`config.mk`:
```
export PLATFORM = sky130hd
export DESIGN_NAME = rf_wb_queue
export DESIGN_NICKNAME = d
export VERILOG_FILES = /design/src/rtl/rf_wb_queue.sv
export SDC_FILE = /design/constraint.sdc
export NUM_CORES = 1
export LEC_CHECK = 0
export ABC_AREA = 1
export CORE_MARGIN = 5
export CORE_UTILIZATION = 45
export DETAILED_ROUTE_END_ITERATION = 10
export HOLD_SLACK_MARGIN = 0.15
export PLACE_DENSITY_LB_ADDON = 0.2
export SLEW_MARGIN = 30
export SYNTH_ARGS = -nofsm -noshare
export SYNTH_HDL_FRONTEND = slang
export SYNTH_SLANG_ARGS = --single-unit
```
`constraint.sdc`:
```
create_clock -name clk -period 10.3 [get_ports clk]
set_input_delay 2.575 -clock clk [delete_from_list [all_inputs] [get_ports clk]]
set_output_delay 2.575 -clock clk [all_outputs]
set_load 0.03 [all_outputs]
```
`src/rtl/rf_wb_queue.sv`:
```
// rf_wb_queue: register-file writeback merge of always-accepted ALU results with a queued load-return FIFO
module rf_wb_queue #(
  parameter int DATAWIDTH = 32,
  parameter int ADDRWIDTH = 5,
  parameter int DEPTH = 4
) (
  input  logic                       clk,
  input  logic                       rst,
  input  logic                       alu_valid,
  input  logic [ADDRWIDTH-1:0]       alu_rd,
  input  logic [DATAWIDTH-1:0]       alu_data,
  input  logic                       ld_valid,
  output logic                       ld_ready,
  input  logic [ADDRWIDTH-1:0]       ld_rd,
  input  logic [DATAWIDTH-1:0]       ld_data,
  output logic                       wb_en,
  output logic [ADDRWIDTH-1:0]       wb_addr,
  output logic [DATAWIDTH-1:0]       wb_data,
  input  logic [ADDRWIDTH-1:0]       chk_addr,
  output logic                       chk_hit,
  output logic [DATAWIDTH-1:0]       chk_data,
  output logic [$clog2(DEPTH):0]     count
);
  localparam int PW = $clog2(DEPTH);
  localparam int CW = PW + 1;
  logic [ADDRWIDTH-1:0] rd_q [DEPTH];
  logic [DATAWIDTH-1:0] data_q [DEPTH];
  logic [DEPTH-1:0]     live;
  logic [PW-1:0]        wptr, rptr, idx;
  logic                 alu_eff, push, pop;
  assign alu_eff  = alu_valid && alu_rd != '0;
  assign ld_ready = count < CW'(DEPTH);
  assign push     = ld_valid && ld_ready && ld_rd != '0;
  assign pop      = !alu_eff && count != '0;
  always_ff @(posedge clk) begin
    if (push) begin
      rd_q[wptr]   <= ld_rd;
      data_q[wptr] <= ld_data;
    end
  end
  always_ff @(posedge clk or negedge rst) begin
    if (!rst) begin
      live    <= '0;
      wptr    <= '0;
      rptr    <= '0;
      count   <= '0;
      wb_en   <= 1'b0;
      wb_addr <= '0;
      wb_data <= '0;
    end else begin
      for (int i = 0; i < DEPTH; i++)
        if (alu_eff && rd_q[i] == alu_rd) live[i] <= 1'b0;
      if (pop) live[rptr] <= 1'b0;
      // a load racing an ALU write to the same register is born dead
      if (push) live[wptr] <= !(alu_eff && ld_rd == alu_rd);
      wptr  <= push ? wptr + 1'b1 : wptr;
      rptr  <= pop ? rptr + 1'b1 : rptr;
      count <= count + CW'(push) - CW'(pop);
      if (alu_eff) begin
        wb_en   <= 1'b1;
        wb_addr <= alu_rd;
        wb_data <= alu_data;
      end else if (pop && live[rptr]) begin
        wb_en   <= 1'b1;
        wb_addr <= rd_q[rptr];
        wb_data <= data_q[rptr];
      end else begin
        wb_en <= 1'b0;
      end
    end
  end
  // walk oldest to youngest so the last match is the youngest
  always_comb begin
    chk_hit  = 1'b0;
    chk_data = '0;
    idx      = '0;
    for (int k = 0; k < DEPTH; k++) begin
      idx = rptr + PW'(k);
      if (chk_addr != '0 && CW'(k) < count && live[idx] && rd_q[idx] == chk_addr) begin
        chk_hit  = 1'b1;
        chk_data = data_q[idx];
      end
    end
  end
endmodule

```
### After elaboration in Yosys (flattened, before gate mapping)

Memories as Yosys holds them, arrays and structs flattened.
Index checks and enable logic that the tools add are counted.

* add/subtract/negate cells: 6
* $lt $le $gt $ge: 12
* equal/unequal tests: 9
* multiplexer cells: 35
* bitwise operators: 2
* reduce and logical (&&, ||, !) cells: 31

Operator list (number)
* $mux 32: 6
* $eq 5x5->1: 9
* $logic_and 1x1->1: 24
* $mux 1: 18
* $lt 2x3->1 const B: 5
* $reduce_bool 5->1: 3
* $mux 5: 2
* $bmux 1 s2: 4
* $mux 4: 2
* $lt 1x3->1 const A: 2
* $lt 2x3->1 const A: 2
* $add 2x1->2 const B: 2
* $add 2x2->2 const B: 2
* $and 4x4->4: 1
* $bwmux 4: 1
* $demux 1 s2: 2
* $ge 2x1->1 const B: 2
* $not 4->4: 1
* $add 3x1->3: 1
* $lt 3x3->1 const B: 1
* $reduce_bool 3->1: 1
* $sub 3x1->3: 1
* $logic_not 1->1: 2
* $reduce_bool 2->1: 1

* flip-flop bits (word level): 49
* memory bits (writable): 148
* input bits: 83
* output and inout port bits: 75
* logic and storage cells: 104
* memories kept: 2

Memory list
* data_q: depth 4, width 32, read ports 4, clocked after memory_dff 0, wr ports 1, RTL line 27 `logic [DATAWIDTH-1:0] data_q [DEPTH];`
* rd_q: depth 4, width 5, read ports 8, clocked after memory_dff 0, wr ports 1, RTL line 26 `logic [ADDRWIDTH-1:0] rd_q [DEPTH];`

### Longest topological paths before layout

Gate-level depths: netlist of run 1.

* depth after elaboration: 9
* depth in mapped cells: 21
* depth with buffers taken out: 14

### Worst setup path before layout of run 1

OpenSTA, ideal clock, no wires.

* path type: input port to output port
* from: in chk_addr[4]
* to: out chk_data[1]
* arrival time: 3.794 ns
* required time: 7.725 ns
* slack: 3.931 ns
* stages: 13
* path buffers: 2
* cells stage by stage: inv_1 nand3_1 nand2_1 nor2_1 nand2_1 nor2_1 nand3_1 buf_4 buf_2 nand3_1 nand2_1 nand2_1 nand2_1

* longest elaborated chain between the ends: 8
* elaborated cells between the ends (all ways): 21
* classes of those cells: eq/ne: 4; mux: 4; reduce/logical: 13

RTL lines
* from (decl): RTL line 19 `input logic [ADDRWIDTH-1:0] chk_addr,`
* $reduce_bool 5->1: RTL line 79 `if (chk_addr != '0 && CW'(k) < count && live[idx] && rd_q[idx] == chk_addr) begin`
* $logic_and 1x1->1 (3 in a row): RTL line 79
* $mux 32 (3 in a row): RTL line 79
* $mux 32 (*): RTL line 79
* to (decl): RTL line 21 `output logic [DATAWIDTH-1:0] chk_data,`

Mark *: on every way between the ends. The rest lies on a longest branch, timed or not.

### Worst setup path after layout of run 1

* from: in chk_addr[0]
* to: out chk_data[0]

Same word-level chain as after synthesis.

==> impl_summary.log, run 1 <==
INFO  metric synth-xor-area-share = 2.260%
INFO  metric path_class = in2out
INFO  metric global_route.overflow_total = 0
INFO  metric detailedRoute.firstPassIterationCount = 7
INFO  metric clock_sink_count = 197
INFO  metric dieArea = 30970 um2
INFO  metric std_cell_rows = 60
INFO  metric postLayoutSetupSlackWorst = 1812 ps
INFO  metric place_inst = 1895
INFO  metric design.final.nets = 1669
INFO  metric clk_pin_slew_worst_paths = 80 ps
INFO  metric synth-edff-count = 148
INFO  metric design.core.area = 27030 um2
INFO  metric final.fill_count = 2457
INFO  metric worst_path_required = 7730 ps
INFO  metric dieWidth = 176.0 um
INFO  metric min_from = wb_addr[3]$_DFFE_PN0P_
INFO  metric dp_hpwl = 22810 um
INFO  metric psw = 1.998 mW
INFO  metric worst_ep_arrival_time = 5910 ps
INFO  metric finalSetupViolCount = 0
INFO  metric layout.cells.most_common = sky130_fd_sc_hd__nand2_1
INFO  metric drive_gt1_share = 4.222%
INFO  metric post_cts.repair.setup_buffers = 0
INFO  metric yosys.area_share.simple = 23.35%
INFO  metric ys_types = 31
INFO  metric clk_latency = 430 ps
INFO  metric finalHoldWorstSlack = 547.9 ps
INFO  metric cts.path.max_buffers = 2
INFO  metric placement_stage_worst_setup_slack = 1857 ps
INFO  metric peak_supply_drop = 187.5 uV
INFO  metric crit_path_start_kind = input pin
INFO  metric routed-via-count = 10310
INFO  metric cts-htree-levels = 4
INFO  metric timing_max_transition_violations_final = 0
INFO  metric p_sw_share = 46.98%
INFO  metric synth_flop_cell = sky130_fd_sc_hd__edfxtp_1
INFO  metric achievable-frequency = 117.8 MHz
INFO  metric rsz_0062_raised_after_global_routing = false
INFO  metric grt_first_pass_wirelength = 53590 um
INFO  metric initial_antenna_violation_count = 3
INFO  metric internal_power = 2.255 mW
INFO  metric hold_path_end = wb_addr[3]$_DFFE_PN0P_
INFO  metric power.share.clock = 15.8%
INFO  metric postSynth.asyncResetShare = 24.87%
INFO  metric timing.final.crit_period = 8488 ps
INFO  metric clock_skew = 10.82 ps
INFO  metric io_buffers = 157
INFO  metric cap_viol_max_count = 0
INFO  metric cts.hold.buffers_added = 0
INFO  metric remaining_drc_errors = 0
INFO  metric utilization = 54.23%
INFO  metric avgViaCountPerCell = 5.344
INFO  metric floorplan.io_pins = 158
INFO  metric pwr_density_cell = 290.2 nW/um2
INFO  metric syn_avg_cell_area = 8.412 um2
INFO  metric final_cell_count_no_fill = 1929
INFO  metric synth.yosys.seq_area_share = 45.73%
INFO  metric weighted_congestion_reported_at_the_end_of_routability_driven_placement = 0.8920
INFO  metric grt_start_max_net_pins = 114
INFO  metric synth.cell_area = 12400 um2
INFO  metric main_combinational_cell_family_by_area_after_synthesis = simple AND/OR/NAND/NOR gates
INFO  metric total_leakage_power = 6.585 nW
INFO  metric number_of_gates_resized_after_cts = 0
INFO  metric hold-path-cell-count = 2
INFO  metric initialDrtViolationCount = 808
INFO  metric r2r_slack = 6800 ps
INFO  metric area_delta_synth_final = 18.20%
INFO  metric min_path_type = reg2reg
INFO  metric postRouteAntennaNets = 0
INFO  metric critical_path.reg2reg.endpoint = wb_data[17]$_DFFE_PN0P_
INFO  metric r2r_start = rptr[0]$_DFFE_PN0P_
INFO  metric syn-num-nets = 1569
INFO  metric finish.instance_area = 14660 um2
INFO  metric totalPowerFinal = 4.253 mW
INFO  metric timing.slew.headroom = 40.71%
INFO  metric layout_worst_path_cycle_share = 82.40%
INFO  metric totalNegativeSetupSlack = 0 ps
INFO  metric timing.critical_path.fanout_max = 39
INFO  metric worstRegToRegCells = 6
INFO  metric synthAdderAreaFrac = 1.271%
INFO  metric synth_mux_area_share = 12.92%
INFO  metric ys_ff_latch = 197
INFO  metric yosysWarnings = 0
INFO  metric run_status = complete, no violations
INFO  metric wirelength = 34690 um
INFO  metric combPwrFrac = 56.3%
INFO  metric timing_hold_violations_final = 0
INFO  metric highest_count_cells_in_the_layout_ignoring_fill_and_taps = sky130_fd_sc_hd__nand2_1 (406), sky130_fd_sc_hd__nor2_1 (182), sky130_fd_sc_hd__mux2i_1 (160)
INFO  metric endpoint_kind = output pin
INFO  metric timing_worst_slew_pin_value = 889.3 ps
INFO  metric synth_compound_gate_area_share = 6.297%
INFO  metric clock_tree.root_cell = sky130_fd_sc_hd__clkbuf_16
INFO  metric synthesis.instances = 1474
INFO  metric tot_gr_track_use = 22.16%
INFO  metric cts_buffers = 17
INFO  metric placed_cell_area = 14030 um2
INFO  metric power_frac_seq = 27.9%
INFO  metric grt_pass1_vias = 9772
INFO  metric floorplan.die.height = 176.0 um
INFO  metric tritoncts = done
INFO  metric initial_utilization = 45.88%
INFO  metric route.detailed.wl_per_inst = 17.98 um
==> worst max path at each step <==
stage / start / to / slack [ps] / cells past startpoint
2_1_floorplan: chk_addr[4] / chk_data[1] / 3930 / 13
3_3_place_gp: chk_addr[0] / chk_data[18] / 1850 / 15
3_5_place_dp: chk_addr[0] / chk_data[0] / 1860 / 15
4_1_cts: chk_addr[0] / chk_data[0] / 1840 / 15
5_1_grt: chk_addr[0] / chk_data[23] / 1490 / 15
6_report: chk_addr[0] / chk_data[0] / 1810 / 15
==> metal layers <==
metal  share of wire, %  wire, um  GRT usage [%]  vias up
met5              0.098        34              0        -
met4                1.6       541          5.815        6
met3                5.8      2008          3.490       43
met2                 49     16970          38.04      308
met1                 44     15130          29.44     4866
li1                   -         -              -     5085
==> registers in the layout, summed over array words and instances, names as in the netlist <==
signal and count:
live 4, wb_data 32, wb_en 1, wb_addr 5
rd_q 20, wptr 2, count 3, data_q 128
rptr 2
==> logic make-up (layout without fill, tap and decap cells) <==
logic type               count (synthesis)  count (layout)
adder cells (fa/ha/maj)                 12              12
multiplexers                           160             160
flip-flops                             197             197
AND/OR/NAND/NOR                        715             715
other                                    0               1
AO/OA/AOI/OAI                          146             146
buffers and inverters                  212             325
XOR/XNOR                                32              32
==> worst max-delay path: stages <==
cell and delay [ps]:
sky130_fd_sc_hd__clkdlybuf4s50_1 610, sky130_fd_sc_hd__nor2_1 90, sky130_fd_sc_hd__nand3_1 140, sky130_fd_sc_hd__nand2_1 70, sky130_fd_sc_hd__nor2_1 80, sky130_fd_sc_hd__nand2_1 50, sky130_fd_sc_hd__nor2_1 140, sky130_fd_sc_hd__nand3_2 530
sky130_fd_sc_hd__buf_4 510, sky130_fd_sc_hd__nor2_1 140, sky130_fd_sc_hd__nor2_1 50, sky130_fd_sc_hd__nand2_1 60, sky130_fd_sc_hd__nand2_1 60, sky130_fd_sc_hd__nand2_1 60, sky130_fd_sc_hd__clkdlybuf4s50_1 710
==> power by group through the flow <==
stage / clock network, mW / logic (mW) / registers [mW]
3_3_place_gp: 0 / 2.35 / 1.20
6_report: 0.673 / 2.40 / 1.18
2_1_floorplan: 0 / 1.62 / 1.30
4_1_cts: 0.682 / 2.39 / 1.18
5_1_grt: 0.718 / 2.62 / 1.21
3_5_place_dp: 0 / 2.38 / 1.20
==> Yosys cell counts, types with 13 or more instances <==
master / count / area, um2
sky130_fd_sc_hd__a31oi_1: 37 / 231.5
sky130_fd_sc_hd__buf_2: 31 / 155.2
sky130_fd_sc_hd__buf_4: 25 / 187.7
sky130_fd_sc_hd__clkbuf_1: 22 / 82.58
sky130_fd_sc_hd__dfrtp_1: 49 / 1226
sky130_fd_sc_hd__edfxtp_1: 148 / 4444
sky130_fd_sc_hd__inv_1: 117 / 439.2
sky130_fd_sc_hd__mux2i_1: 160 / 1602
sky130_fd_sc_hd__nand2_1: 407 / 1528
sky130_fd_sc_hd__nand3_1: 102 / 510.5
sky130_fd_sc_hd__nor2_1: 182 / 683.2
sky130_fd_sc_hd__o21ai_0: 99 / 495.5
sky130_fd_sc_hd__xnor2_1: 13 / 113.9
sky130_fd_sc_hd__xor2_1: 19 / 166.4
==> final cells by class <==
type	count	area (um2)	share of cell area, %
Clock buffer	17	425.4	2.903
Clock inverter	15	162.7	1.110
Inverter	121	469.2	3.201
Sequential cell	197	5674	38.71
Timing Repair Buffer	172	1759	12.00
Multi-Input combinational cell	1065	5737	39.14
Tap cell	341	426.7	2.911
Antenna cell	1	2.502	0.01707
No activity file was read; power rests on OpenSTA's default activity.
==> run 2, diff against run 1 <==
Clock period 10.3 ns to 7.6 ns, I/O delays scaled along.
==> run 2 against run 1 <==
Effect of this change:
- combinational power increased by 37%
- sequential power rose by 35%
- largest power group unchanged
- clock skew is 0.74 ps lower
- final cell count about the same
- critical endpoint is now chk_data[19]
- cell area is the same
- largest cell class unchanged
==> impl_summary.log, run 2 (same netlist as run 1, synthesis figures left out) <==
INFO  metric design.core.area = 27030 um2 (unchanged)
INFO  metric post_cts.repair.setup_buffers = 0 (unchanged)
INFO  metric placed_cell_area = 14030 um2 (about the same)
INFO  metric tot_gr_track_use = 21.63% (was 22.16%)
INFO  metric run_status = complete, no violations (unchanged)
INFO  metric dieArea = 30970 um2 (unchanged)
INFO  metric worstRegToRegCells = 5 (was 6)
INFO  metric achievable-frequency = 148.9 MHz
INFO  metric remaining_drc_errors = 0 (unchanged)
INFO  metric largest_register_ff_count = 128 (unchanged)
INFO  metric timing_worst_slew_pin_value = 886.3 ps (was 889.3 ps)
INFO  metric hold_path_end = wb_data[1]$_DFFE_PN0P_ (was wb_addr[3]$_DFFE_PN0P_)
INFO  metric postRouteAntennaNets = 0 (unchanged)
INFO  metric combPwrFrac = 56.7% (was 56.3%)
INFO  metric highest_count_cells_in_the_layout_ignoring_fill_and_taps = sky130_fd_sc_hd__nand2_1 (406), sky130_fd_sc_hd__nor2_1 (182), sky130_fd_sc_hd__mux2i_1 (160) (unchanged)
INFO  metric placement_stage_worst_setup_slack = 1263 ps (was 1857 ps)
INFO  metric p_sw_share = 46.15% (was 46.98%)
INFO  metric timing.slew.headroom = 40.91% (was 40.71%)
INFO  metric timing.critical_path.fanout_max = 32 (was 39)
INFO  metric power_frac_seq = 27.5% (was 27.9%)
INFO  metric drive_gt1_share = 6.116% (was 4.222%)
INFO  metric total_leakage_power = 6.658 nW (was 6.585 nW)
INFO  metric weighted_congestion_reported_at_the_end_of_routability_driven_placement = 0.8806 (was 0.8920)
INFO  metric hold-path-cell-count = 2 (unchanged)
INFO  metric number_of_gates_resized_after_cts = 0 (unchanged)
INFO  metric route.detailed.wl_per_inst = 17.69 um (was 17.98 um)
INFO  metric min_from = wb_data[1]$_DFFE_PN0P_ (was wb_addr[3]$_DFFE_PN0P_)
INFO  metric detailedRoute.firstPassIterationCount = 7 (unchanged)
INFO  metric crit_path_start_kind = flip-flop (was input pin)
INFO  metric std_cell_rows = 60 (unchanged)
INFO  metric r2r_start = rptr[1]$_DFFE_PN0P_ (was rptr[0]$_DFFE_PN0P_)
INFO  metric worst_ep_arrival_time = 4820 ps (was 5910 ps)
INFO  metric min_path_type = reg2reg (unchanged)
INFO  metric grt_first_pass_wirelength = 52380 um (was 53590 um)
INFO  metric cts_buffers = 17 (unchanged)
INFO  metric clock_skew = 10.08 ps (was 10.82 ps)
INFO  metric timing.critical_path.mode_cell = sky130_fd_sc_hd__clkinv_2
INFO  metric layout.cells.most_common = sky130_fd_sc_hd__nand2_1 (unchanged)
INFO  metric power.share.clock = 15.8% (about the same)
INFO  metric finalSetupViolCount = 0 (unchanged)
INFO  metric timing.critical_path.cells = clkinv_2 > ha_2 > clkinv_2 > nand3_1 > a21oi_1 > nor3_2 > nand3_2 > inv_2 > o21ai_0 > nand2_1 > buf_12 (was clkdlybuf4s50_1 > nor2_1 > nand3_1 > nand2_1 > nor2_1 > nand2_1 > nor2_1 > nand3_2 > buf_4 > nor2_1 > nor2_1 > nand2_1 > nand2_1 > nand2_1 > clkdlybuf4s50_1)
INFO  metric clk_pin_slew_worst_paths = 70 ps (was 80 ps)
INFO  metric finish.instance_area = 14660 um2 (unchanged)
INFO  metric global_route.overflow_total = 0 (unchanged)
INFO  metric peak_supply_drop = 329.9 uV (was 187.5 uV)
INFO  metric floorplan.io_pins = 158 (unchanged)
INFO  metric psw = 2.673 mW (was 1.998 mW)
INFO  metric internal_power = 3.120 mW (was 2.255 mW)
INFO  metric pwr_density_cell = 395.3 nW/um2 (was 290.2 nW/um2)
INFO  metric totalNegativeSetupSlack = 0 ps (unchanged)
INFO  metric routed-via-count = 10260 (was 10310)
INFO  metric initial_utilization = 45.88% (unchanged)
INFO  metric r2r_slack = 4230 ps (was 6800 ps)
INFO  metric layout_worst_path_cycle_share = 88.37%
INFO  metric cts-htree-levels = 4 (unchanged)
INFO  metric clock_tree.root_cell = sky130_fd_sc_hd__clkbuf_16 (unchanged)
INFO  metric worst_path_required = 5700 ps (was 7730 ps)
INFO  metric dp_hpwl = 22080 um (was 22810 um)
INFO  metric dieWidth = 176.0 um (unchanged)
INFO  metric clock_sink_count = 197 (unchanged)
INFO  metric path_class = reg2out (was in2out)
INFO  metric floorplan.die.height = 176.0 um (unchanged)
INFO  metric tritoncts = done (unchanged)
INFO  metric cpMaxStageDelayCell = sky130_fd_sc_hd__dfrtp_1 (was sky130_fd_sc_hd__clkdlybuf4s50_1)
INFO  metric cts.hold.buffers_added = 0 (unchanged)
INFO  metric wirelength = 34140 um (was 34690 um)
INFO  metric totalPowerFinal = 5.793 mW (was 4.253 mW)
INFO  metric io_buffers = 157 (unchanged)
INFO  metric final.fill_count = 2456 (was 2457)
INFO  metric timing_max_transition_violations_final = 0 (unchanged)
INFO  metric initial_antenna_violation_count = 3 (unchanged)
INFO  metric design.final.nets = 1668 (was 1669)
INFO  metric area_delta_synth_final = 18.20% (unchanged)
INFO  metric grt_start_max_net_pins = 114 (unchanged)
INFO  metric grt_pass1_vias = 9727 (was 9772)
INFO  metric endpoint_kind = output pin (unchanged)
INFO  metric rsz_0062_raised_after_global_routing = false (unchanged)
INFO  metric timing.final.crit_period = 6716 ps
INFO  metric top_flop_regs = data_q: 128 flops, wb_data: 32 flops, rd_q: 20 flops (unchanged)
INFO  metric cts.path.max_buffers = 2 (unchanged)
INFO  metric cap_viol_max_count = 0 (unchanged)
INFO  metric clk_latency = 430 ps (about the same)
INFO  metric initialDrtViolationCount = 738 (was 808)
INFO  metric timing_hold_violations_final = 0 (unchanged)
INFO  metric avgViaCountPerCell = 5.316 (was 5.344)
INFO  metric postLayoutSetupSlackWorst = 883.9 ps (was 1812 ps)
INFO  metric critPathMaxStageDelay = 770 ps (was 710 ps)
INFO  metric critical_path.reg2reg.endpoint = rptr[1]$_DFFE_PN0P_ (was wb_data[17]$_DFFE_PN0P_)
INFO  metric registers.top_by_ff_count = data_q (unchanged)
-- run 2: cell types whose count changed in the layout (fill, tap and decap cells not counted), moves of 3 or more --
cell	previous run	this run
sky130_fd_sc_hd__clkdlybuf4s50_1	156	123
sky130_fd_sc_hd__buf_4	9	33
sky130_fd_sc_hd__buf_12	1	12
sky130_fd_sc_hd__inv_6	6	2
sky130_fd_sc_hd__buf_16	3	0
sky130_fd_sc_hd__clkbuf_8	0	3
sky130_fd_sc_hd__inv_8	3	0
-- run 2: power by group through the flow --
| stage | clock network [mW] | registers (mW) | logic [mW] |
|---|---|---|---|
| finish | 0.915 | 1.59 | 3.29 |
| global route | 0.971 | 1.62 | 3.60 |
| CTS | 0.928 | 1.59 | 3.29 |
| detailed placement | 0 | 1.61 | 3.28 |
| global placement | 0 | 1.60 | 3.24 |
| floorplan | 0 | 1.76 | 2.20 |
-- run 2: through the flow --
stage / std cells / hold WS [ps] / utilization [%]
2_1_floorplan: 1474 / 513.0 / -
3_3_place_gp: 1894 / 527.9 / 51.86
3_5_place_dp: 1894 / 537.0 / 51.90
4_1_cts: 1926 / 553.7 / 54.10
5_1_grt: 1929 / 581.2 / 54.22
6_report: 1930 / 551.9 / 54.23
-- run 2: worst max path at each step --
stage / startpoint / endpoint / slack, ps / cells after the start
floorplan: chk_addr[4] / chk_data[1] / 2580 / 13
global placement: chk_addr[0] / chk_data[20] / 1340 / 13
detailed placement: chk_addr[0] / chk_data[23] / 1260 / 13
CTS: rptr[1]$_DFFE_PN0P_ / chk_data[19] / 1000 / 11
global route: rptr[1]$_DFFE_PN0P_ / chk_data[2] / 700 / 11
finish: rptr[1]$_DFFE_PN0P_ / chk_data[19] / 880 / 11
-- run 2: layout make-up --
| type | instances | area [um2] | share of cell area, % |
|---|---|---|---|
| tap | 341 | 426.7 | 2.911 |
| antenna | 3 | 7.507 | 0.05122 |
| timing repair buffer | 171 | 1747 | 11.92 |
| clock inverter | 10 | 121.4 | 0.8281 |
| sequential | 197 | 5674 | 38.71 |
| multi-input combinational | 1065 | 5737 | 39.14 |
| inverter | 121 | 469.2 | 3.201 |
| clock buffer | 22 | 474.2 | 3.235 |
-- run 2: layer usage --
layer / part of all wire [%] / track usage [%] / wire length, um / vias to the layer above
met1: 44 / 28.38 / 14960 / 4821
met3: 4.6 / 3.062 / 1564 / 42
met2: 50 / 37.51 / 17080 / 314
met4: 1.5 / 6.238 / 518 / 2
met5: 0.038 / 0 / 13 / -
li1: - / - / - / 5080
-- run 2: worst max-delay path, delay by kind of cell (launching register included) --
kind | cells | cell delay [ps]
compound gates | 2 | 360
fa+ha+maj | 1 | 770
buf+inv | 4 | 1670
flops | 1 | 770
simple gates | 4 | 800
==> run 3, diff against run 2 <==
--- a/config.mk
+++ b/config.mk
@@ -8,5 +8,5 @@
 export ABC_AREA = 1
 export CORE_MARGIN = 5
-export CORE_UTILIZATION = 45
+export CORE_UTILIZATION = 51
 export DETAILED_ROUTE_END_ITERATION = 10
 export HOLD_SLACK_MARGIN = 0.15
==> constraint.sdc (replaced) <==
create_clock -name clk -period 7.6 [get_ports clk]
set_input_delay 1.52 -clock clk [delete_from_list [all_inputs] [get_ports clk]]
set_output_delay 1.52 -clock clk [all_outputs]
set_load 0.03 [all_outputs]
==> run 3 against run 2 <==
Effect of this change:
- clock power shrank 0.4%
- clock skew grew 5.4 ps
- hold slack lost 4.1 ps
- sequential power is essentially flat
- utilization grew 6.6 points
- clock-buffer cell count shrank 4
- combinational power is essentially flat
- critical endpoint is now chk_data[20]
- non-clock buffer count shrank 1
==> impl_summary.log, run 3 (same netlist as run 1, synthesis figures left out) <==
INFO  metric timing_worst_slew_pin_value = 896.4 ps (was 886.3 ps)
INFO  metric cts.path.max_buffers = 2 (unchanged)
INFO  metric rsz_0062_raised_after_global_routing = false (unchanged)
INFO  metric totalPowerFinal = 5.778 mW (was 5.793 mW)
INFO  metric p_sw_share = 46.63% (was 46.15%)
INFO  metric cap_viol_max_count = 0 (unchanged)
INFO  metric worst_ep_arrival_time = 5130 ps (was 4820 ps)
INFO  metric largest_register_ff_count = 128 (unchanged)
INFO  metric timing_max_transition_violations_final = 0 (unchanged)
INFO  metric routed-via-count = 10430 (was 10260)
INFO  metric initialDrtViolationCount = 766 (was 738)
INFO  metric number_of_gates_resized_after_cts = 0 (unchanged)
INFO  metric cts-htree-levels = 4 (unchanged)
INFO  metric std_cell_rows = 57 (was 60)
INFO  metric internal_power = 3.084 mW (was 3.120 mW)
INFO  metric achievable-frequency = 150.3 MHz (was 148.9 MHz)
INFO  metric timing_hold_violations_final = 0 (unchanged)
INFO  metric route.detailed.wl_per_inst = 17.60 um (was 17.69 um)
INFO  metric run_status = complete, no violations (unchanged)
INFO  metric endpoint_kind = output pin (unchanged)
INFO  metric drive_gt1_share = 6.120% (was 6.116%)
INFO  metric placement_stage_worst_setup_slack = 1499 ps (was 1263 ps)
INFO  metric io_buffers = 157 (unchanged)
INFO  metric tritoncts = done (unchanged)
INFO  metric total_leakage_power = 6.666 nW (was 6.658 nW)
INFO  metric clk_latency = 430 ps (about the same)
INFO  metric clock_tree.root_cell = sky130_fd_sc_hd__clkbuf_16 (unchanged)
INFO  metric grt_pass1_vias = 10220 (was 9727)
INFO  metric floorplan.die.height = 165.9 um (was 176.0 um)
INFO  metric layout.cells.most_common = sky130_fd_sc_hd__nand2_1 (unchanged)
INFO  metric min_path_type = reg2reg (unchanged)
INFO  metric grt_start_max_net_pins = 114 (unchanged)
INFO  metric floorplan.io_pins = 158 (unchanged)
INFO  metric clk_pin_slew_worst_paths = 80 ps (was 70 ps)
INFO  metric dieWidth = 165.9 um (was 176.0 um)
INFO  metric power_frac_seq = 27.4% (was 27.5%)
INFO  metric clock_sink_count = 197 (unchanged)
INFO  metric combPwrFrac = 56.8% (was 56.7%)
INFO  metric registers.top_by_ff_count = data_q (unchanged)
INFO  metric tot_gr_track_use = 24.07% (was 21.63%)
INFO  metric pwr_density_cell = 393.9 nW/um2 (was 395.3 nW/um2)
INFO  metric psw = 2.694 mW (was 2.673 mW)
INFO  metric remaining_drc_errors = 0 (unchanged)
INFO  metric finish.instance_area = 14670 um2 (was 14660 um2)
INFO  metric timing.final.crit_period = 6654 ps (was 6716 ps)
INFO  metric grt_first_pass_wirelength = 53430 um (was 52380 um)
INFO  metric finalSetupViolCount = 0 (unchanged)
INFO  metric area_delta_synth_final = 18.30% (was 18.20%)
INFO  metric dp_hpwl = 22130 um (was 22080 um)
INFO  metric peak_supply_drop = 251.0 uV (was 329.9 uV)
INFO  metric design.final.nets = 1667 (was 1668)
INFO  metric placed_cell_area = 14060 um2 (was 14030 um2)
INFO  metric post_cts.repair.setup_buffers = 0 (unchanged)
INFO  metric detailedRoute.firstPassIterationCount = 5 (was 7)
INFO  metric design.core.area = 24110 um2 (was 27030 um2)
INFO  metric layout_worst_path_cycle_share = 87.55% (was 88.37%)
INFO  metric totalNegativeSetupSlack = 0 ps (unchanged)
INFO  metric wirelength = 33640 um (was 34140 um)
INFO  metric timing.critical_path.fanout_max = 36 (was 32)
INFO  metric postRouteAntennaNets = 0 (unchanged)
INFO  metric global_route.overflow_total = 0 (unchanged)
INFO  metric crit_path_start_kind = flip-flop (unchanged)
INFO  metric highest_count_cells_in_the_layout_ignoring_fill_and_taps = sky130_fd_sc_hd__nand2_1 (406), sky130_fd_sc_hd__nor2_1 (182), sky130_fd_sc_hd__mux2i_1 (160) (unchanged)
INFO  metric timing.slew.headroom = 40.24% (was 40.91%)
INFO  metric weighted_congestion_reported_at_the_end_of_routability_driven_placement = 0.8913 (was 0.8806)
INFO  metric top_flop_regs = data_q: 128 flops, wb_data: 32 flops, rd_q: 20 flops (unchanged)
INFO  metric initial_antenna_violation_count = 4 (was 3)
INFO  metric worst_path_required = 6080 ps (was 5700 ps)
INFO  metric cts.hold.buffers_added = 0 (unchanged)
INFO  metric avgViaCountPerCell = 5.456 (was 5.316)
INFO  metric power.share.clock = 15.8% (about the same)
INFO  metric clock_skew = 15.47 ps (was 10.08 ps)
INFO  metric path_class = reg2out (unchanged)
INFO  metric postLayoutSetupSlackWorst = 946.2 ps (was 883.9 ps)
INFO  metric cts_buffers = 17 (unchanged)
INFO  metric initial_utilization = 51.44% (was 45.88%)
INFO  metric dieArea = 27530 um2 (was 30970 um2)
==> run 3: final cells by class <==
cell class,count,area [um2]
clock buffer,18,429.2
inverter,121,469.2
clock inverter,14,165.2
sequential,197,5674
timing repair buffer,170,1784
multi-input combinational,1065,5737
tap,324,405.4
fill,2179,9437
antenna,2,5.005
==> run 3: power groups by stage <==
stage / clock, mW / sequential, mW / combinational (mW)
after floorplan: 0 / 1.76 / 2.20
after global placement: 0 / 1.60 / 3.21
after detailed placement: 0 / 1.61 / 3.26
after CTS: 0.924 / 1.59 / 3.28
after global routing: 0.966 / 1.62 / 3.60
final: 0.911 / 1.59 / 3.28
==> run 3: final timing paths <==
check	startpoint	end	slack, ps	cells past startpoint
setup / recovery	rptr[1]$_DFFE_PN0P_	chk_data[20]	950	16
hold / removal	wb_data[7]$_DFFE_PN0P_	wb_data[7]$_DFFE_PN0P_	550	2
setup reg to reg	rptr[1]$_DFFE_PN0P_	rptr[1]$_DFFE_PN0P_	4170	5
hold reg to reg	wb_data[7]$_DFFE_PN0P_	wb_data[7]$_DFFE_PN0P_	550	2
max in group asynchronous	rst	rptr[0]$_DFFE_PN0P_	5830	2
min in group asynchronous	rst	wb_data[30]$_DFFE_PN0P_	1220	2
==> run 3: metrics by stage <==
| stage | std cells | hold WS [ps] | util [%] |
|---|---|---|---|
| floorplan | 1474 | 513.0 | - |
| global placement | 1875 | 531.2 | 58.10 |
| detailed placement | 1877 | 539.7 | 58.34 |
| CTS | 1909 | 554.1 | 60.80 |
| global route | 1911 | 572.8 | 60.85 |
| finish | 1911 | 547.9 | 60.85 |
==> run 3: worst max-delay path: stages (launching register included) <==
cell	delay, ps
sky130_fd_sc_hd__dfrtp_1	740
sky130_fd_sc_hd__clkinv_2	510
sky130_fd_sc_hd__ha_2	860
sky130_fd_sc_hd__clkinv_2	420
sky130_fd_sc_hd__nand3_1	220
sky130_fd_sc_hd__nand2_1	60
sky130_fd_sc_hd__nand2_1	50
sky130_fd_sc_hd__nand2_1	50
sky130_fd_sc_hd__nor2_1	120
sky130_fd_sc_hd__nand3_2	650
sky130_fd_sc_hd__buf_12	450
sky130_fd_sc_hd__nor2_1	120
sky130_fd_sc_hd__nor2_1	50
sky130_fd_sc_hd__nand2_1	60
sky130_fd_sc_hd__nand2_1	50
sky130_fd_sc_hd__nand2_1	100
sky130_fd_sc_hd__buf_12	130
==> run 3: metal layers <==
metal	share of wire (%)	global-route usage, %	vias to the layer above
li1	-	-	5097
met1	43	31.42	4906
met2	49	40.96	362
met3	6.0	3.166	58
met4	2.6	9.326	4
met5	0.042	0	-
==> RTL change, RTL diff (config.mk and constraints of run 3) <==
Set the parameter `DATAWIDTH` to 64 (it was 32).
--- a/src/rtl/rf_wb_queue.sv
+++ b/src/rtl/rf_wb_queue.sv
@@ -1,6 +1,6 @@
 // rf_wb_queue: register-file writeback merge of always-accepted ALU results with a queued load-return FIFO
 module rf_wb_queue #(
-  parameter int DATAWIDTH = 32,
+  parameter int DATAWIDTH = 64,
   parameter int ADDRWIDTH = 5,
   parameter int DEPTH = 4
 ) (
Ports: changed (resized alu_data, chk_data, ld_data and wb_data); port bits go from 158 to 286. The function was not compared with the original's and may differ.
==> RTL change against run 3 <==
Synthesized area rose by 76%; design area rose by 78%; worst setup slack got worse by 0.012 ns; largest power group unchanged; critical endpoint is now chk_hit; clock power rose by 120%; total power rose by 82%; routed wire length rose by 90%; critical path type unchanged; utilization rose by 1.2 points; sequential cell count rose by 160.
==> RTL change: results (changes against run 3) <==
Run status
  • Outcome: complete, no violations

Worst hold path
  • Hold/Removal Path Class: reg2reg

Place
  • Cell total after placement: 3265 (+74%)
  • Count of input and output buffers: 285 (+82%)
  • Half-perimeter wire length of the detailed placement result: 41230 um (+86%)
  • Worst-case setup slack after placement: 1.464 ns (-0.03528 ns)

Global routing
  • Wire length of the first global-routing pass: 99040 um (+85%)
  • Pin count of the biggest net entering global routing: 120 (+5.3%)
  • Overall fraction of global-route tracks in use: 26.53% (+2.5 points)
  • Number of global-route vias before repair: 18.25k (+79%)
  • Number of antenna violations at the first check in global routing: 7 (+3)

Final layout
  • Nets@finish: 2930 (+76%)
  • FILL cells: 3547 (+63%)
  • Share of cells above drive strength 1: 6.312% (+0.19 points)
  • Largest register FFs: 256 (+100%)
  • Leading registers by flop count: data_q: 256 flops, wb_data: 64 flops, rd_q: 20 flops

Detailed routing
  • Routed length per instance: 19.12 um (+8.6%)
  • Final routed wirelength across all metal layers: 63980 um (+90%)
  • TritonRoute pass-1 iters: 6 (+1)
  • First-iteration detailed-routing DRC count: 1432 (+87%)
  • Number of vias after detailed routing: 18.56k (+78%)

Logic synthesis
  • Main area contributors after synthesis: sky130_fd_sc_hd__edfxtp_1 (38%), sky130_fd_sc_hd__mux2i_1 (15%), sky130_fd_sc_hd__nand2_1 (12%)
  • Async set or reset register ratio after synthesis: 22.69% (-2.2 points)
  • EDFF count, synth: 276 (+86%)
  • Share of synthesized area occupied by flip-flops and latches: 47.22% (+1.5 points)
  • Mapped Cells: 2578 (+75%)
  • Top cells by count, synth: sky130_fd_sc_hd__nand2_1 (691), sky130_fd_sc_hd__nor2_1 (346), sky130_fd_sc_hd__mux2i_1 (320), sky130_fd_sc_hd__edfxtp_1 (276), sky130_fd_sc_hd__inv_1 (215)
  • Post-synthesis net count: 2737 (+74%)
  • Distinct cell type count after synthesis: 27 (-13%)

Clocking
  • Clock transition at path regs: 0.06 ns (-0.02 ns)
  • Number of levels the H-tree was split into: 2 (-2)
  • CTS buffer count: 42 (+25)
  • Number of buffers on the longest clock path: 3 (+1)
  • Clock Root Buffer: sky130_fd_sc_hd__clkbuf_16
  • Later-pin clock latency in the skew report: 0.57 ns (+0.14 ns)

STA
  • Worst slew margin relative to its limit: 31.52% (-8.7 points)
  • Final Skew: 0.01755 ns (+0.002076 ns)

Pwr
  • Leakage power: 11.94 nW (+79%)
  • IR Drop Worst-Case VDD: 0.0003043 V (+21%)

Setup path
  • Delay of the slowest cell on the worst path: 0.89 ns (+0.03 ns)
  • Biggest fanout along the worst timing path: 48 (+33%)
  • Cell type of the slowest stage on the worst timing path: sky130_fd_sc_hd__dfrtp_4
## RTL change: cell types whose count changed after synthesis, sizes merged
cell,before,now
a31oi,37,69
nor2,184,347
nand2,408,693
o21ai,104,200
dfrtp,49,81
clkbuf,22,49
inv,121,220
edfxtp,148,276
mux2i,160,320
nand3,103,135
buf,69,119
## RTL change: worst paths after layout
kind,from,end,slack [ns],cells past startpoint
hold reg to reg,wb_data[14],wb_data[14],0.55,2
setup reg to reg,rptr[0],wb_data[21],3.27,9
max in group asynchronous,rst,rptr[0],5.41,2
setup / recovery,rptr[0],chk_hit,0.93,11
hold / removal,wb_data[14],wb_data[14],0.55,2
min in group asynchronous,rst,live[2],0.92,1
## RTL change: kinds of logic after synthesis
family          count (synthesis)  share of synthesized area (%)
buf+inv                       388                          7.830
mux                           320                          14.66
xor+xnor                       32                          1.283
compound gates                274                          6.690
simple gates                 1195                          21.59
fa+ha+maj                      12                         0.7217
flops                         357                          47.22
## RTL change: where the power goes
part / internal, mW / leakage (nW) / total (mW) / switching (mW)
combinational: 2.05 / 7.85 / 5.72 / 3.66
clock: 1.17 / 0.648 / 1.96 / 0.795
sequential: 2.55 / 3.44 / 2.84 / 0.289
## RTL change: metrics by stage
step,area [um2],hold WS (ns)
2_1_floorplan,21840,0.5130
3_3_place_gp,24750,0.5316
3_5_place_dp,24750,0.5381
4_1_cts,26100,0.5527
5_1_grt,26140,0.5726
6_report,26140,0.5460
## RTL change: layout make-up
| cell class | count | area, um2 | share of cell area [%] |
|---|---|---|---|
| diodes | 3 | 7.507 | 0.02872 |
| clock buffers | 60 | 1201 | 4.595 |
| clock inverters | 17 | 146.4 | 0.5600 |
| inverters | 220 | 840.8 | 3.217 |
| multi-input cells | 1833 | 9908 | 37.91 |
| flip-flops and latches | 357 | 10320 | 39.48 |
| well taps | 539 | 674.4 | 2.580 |
| repair buffers | 317 | 3042 | 11.64 |
## RTL change: metal layers
metal	vias to the layer above	GRT usage, %	wire, um
li1	8935	-	-
met1	8836	34.51	26930
met2	654	45.17	30530
met3	128	4.141	4327
met4	8	9.817	2149
met5	-	0	45
## RTL change: worst max-delay path, delay by kind of cell, from the launching register on
kind                       cells  cell delay (ns)
DFF                            1             0.89
AOI/OAI and AO/OA              1             0.36
adders and majority gates      1             0.71
and+or+nand+nor                6             0.70
buffers and inverters          3             1.89
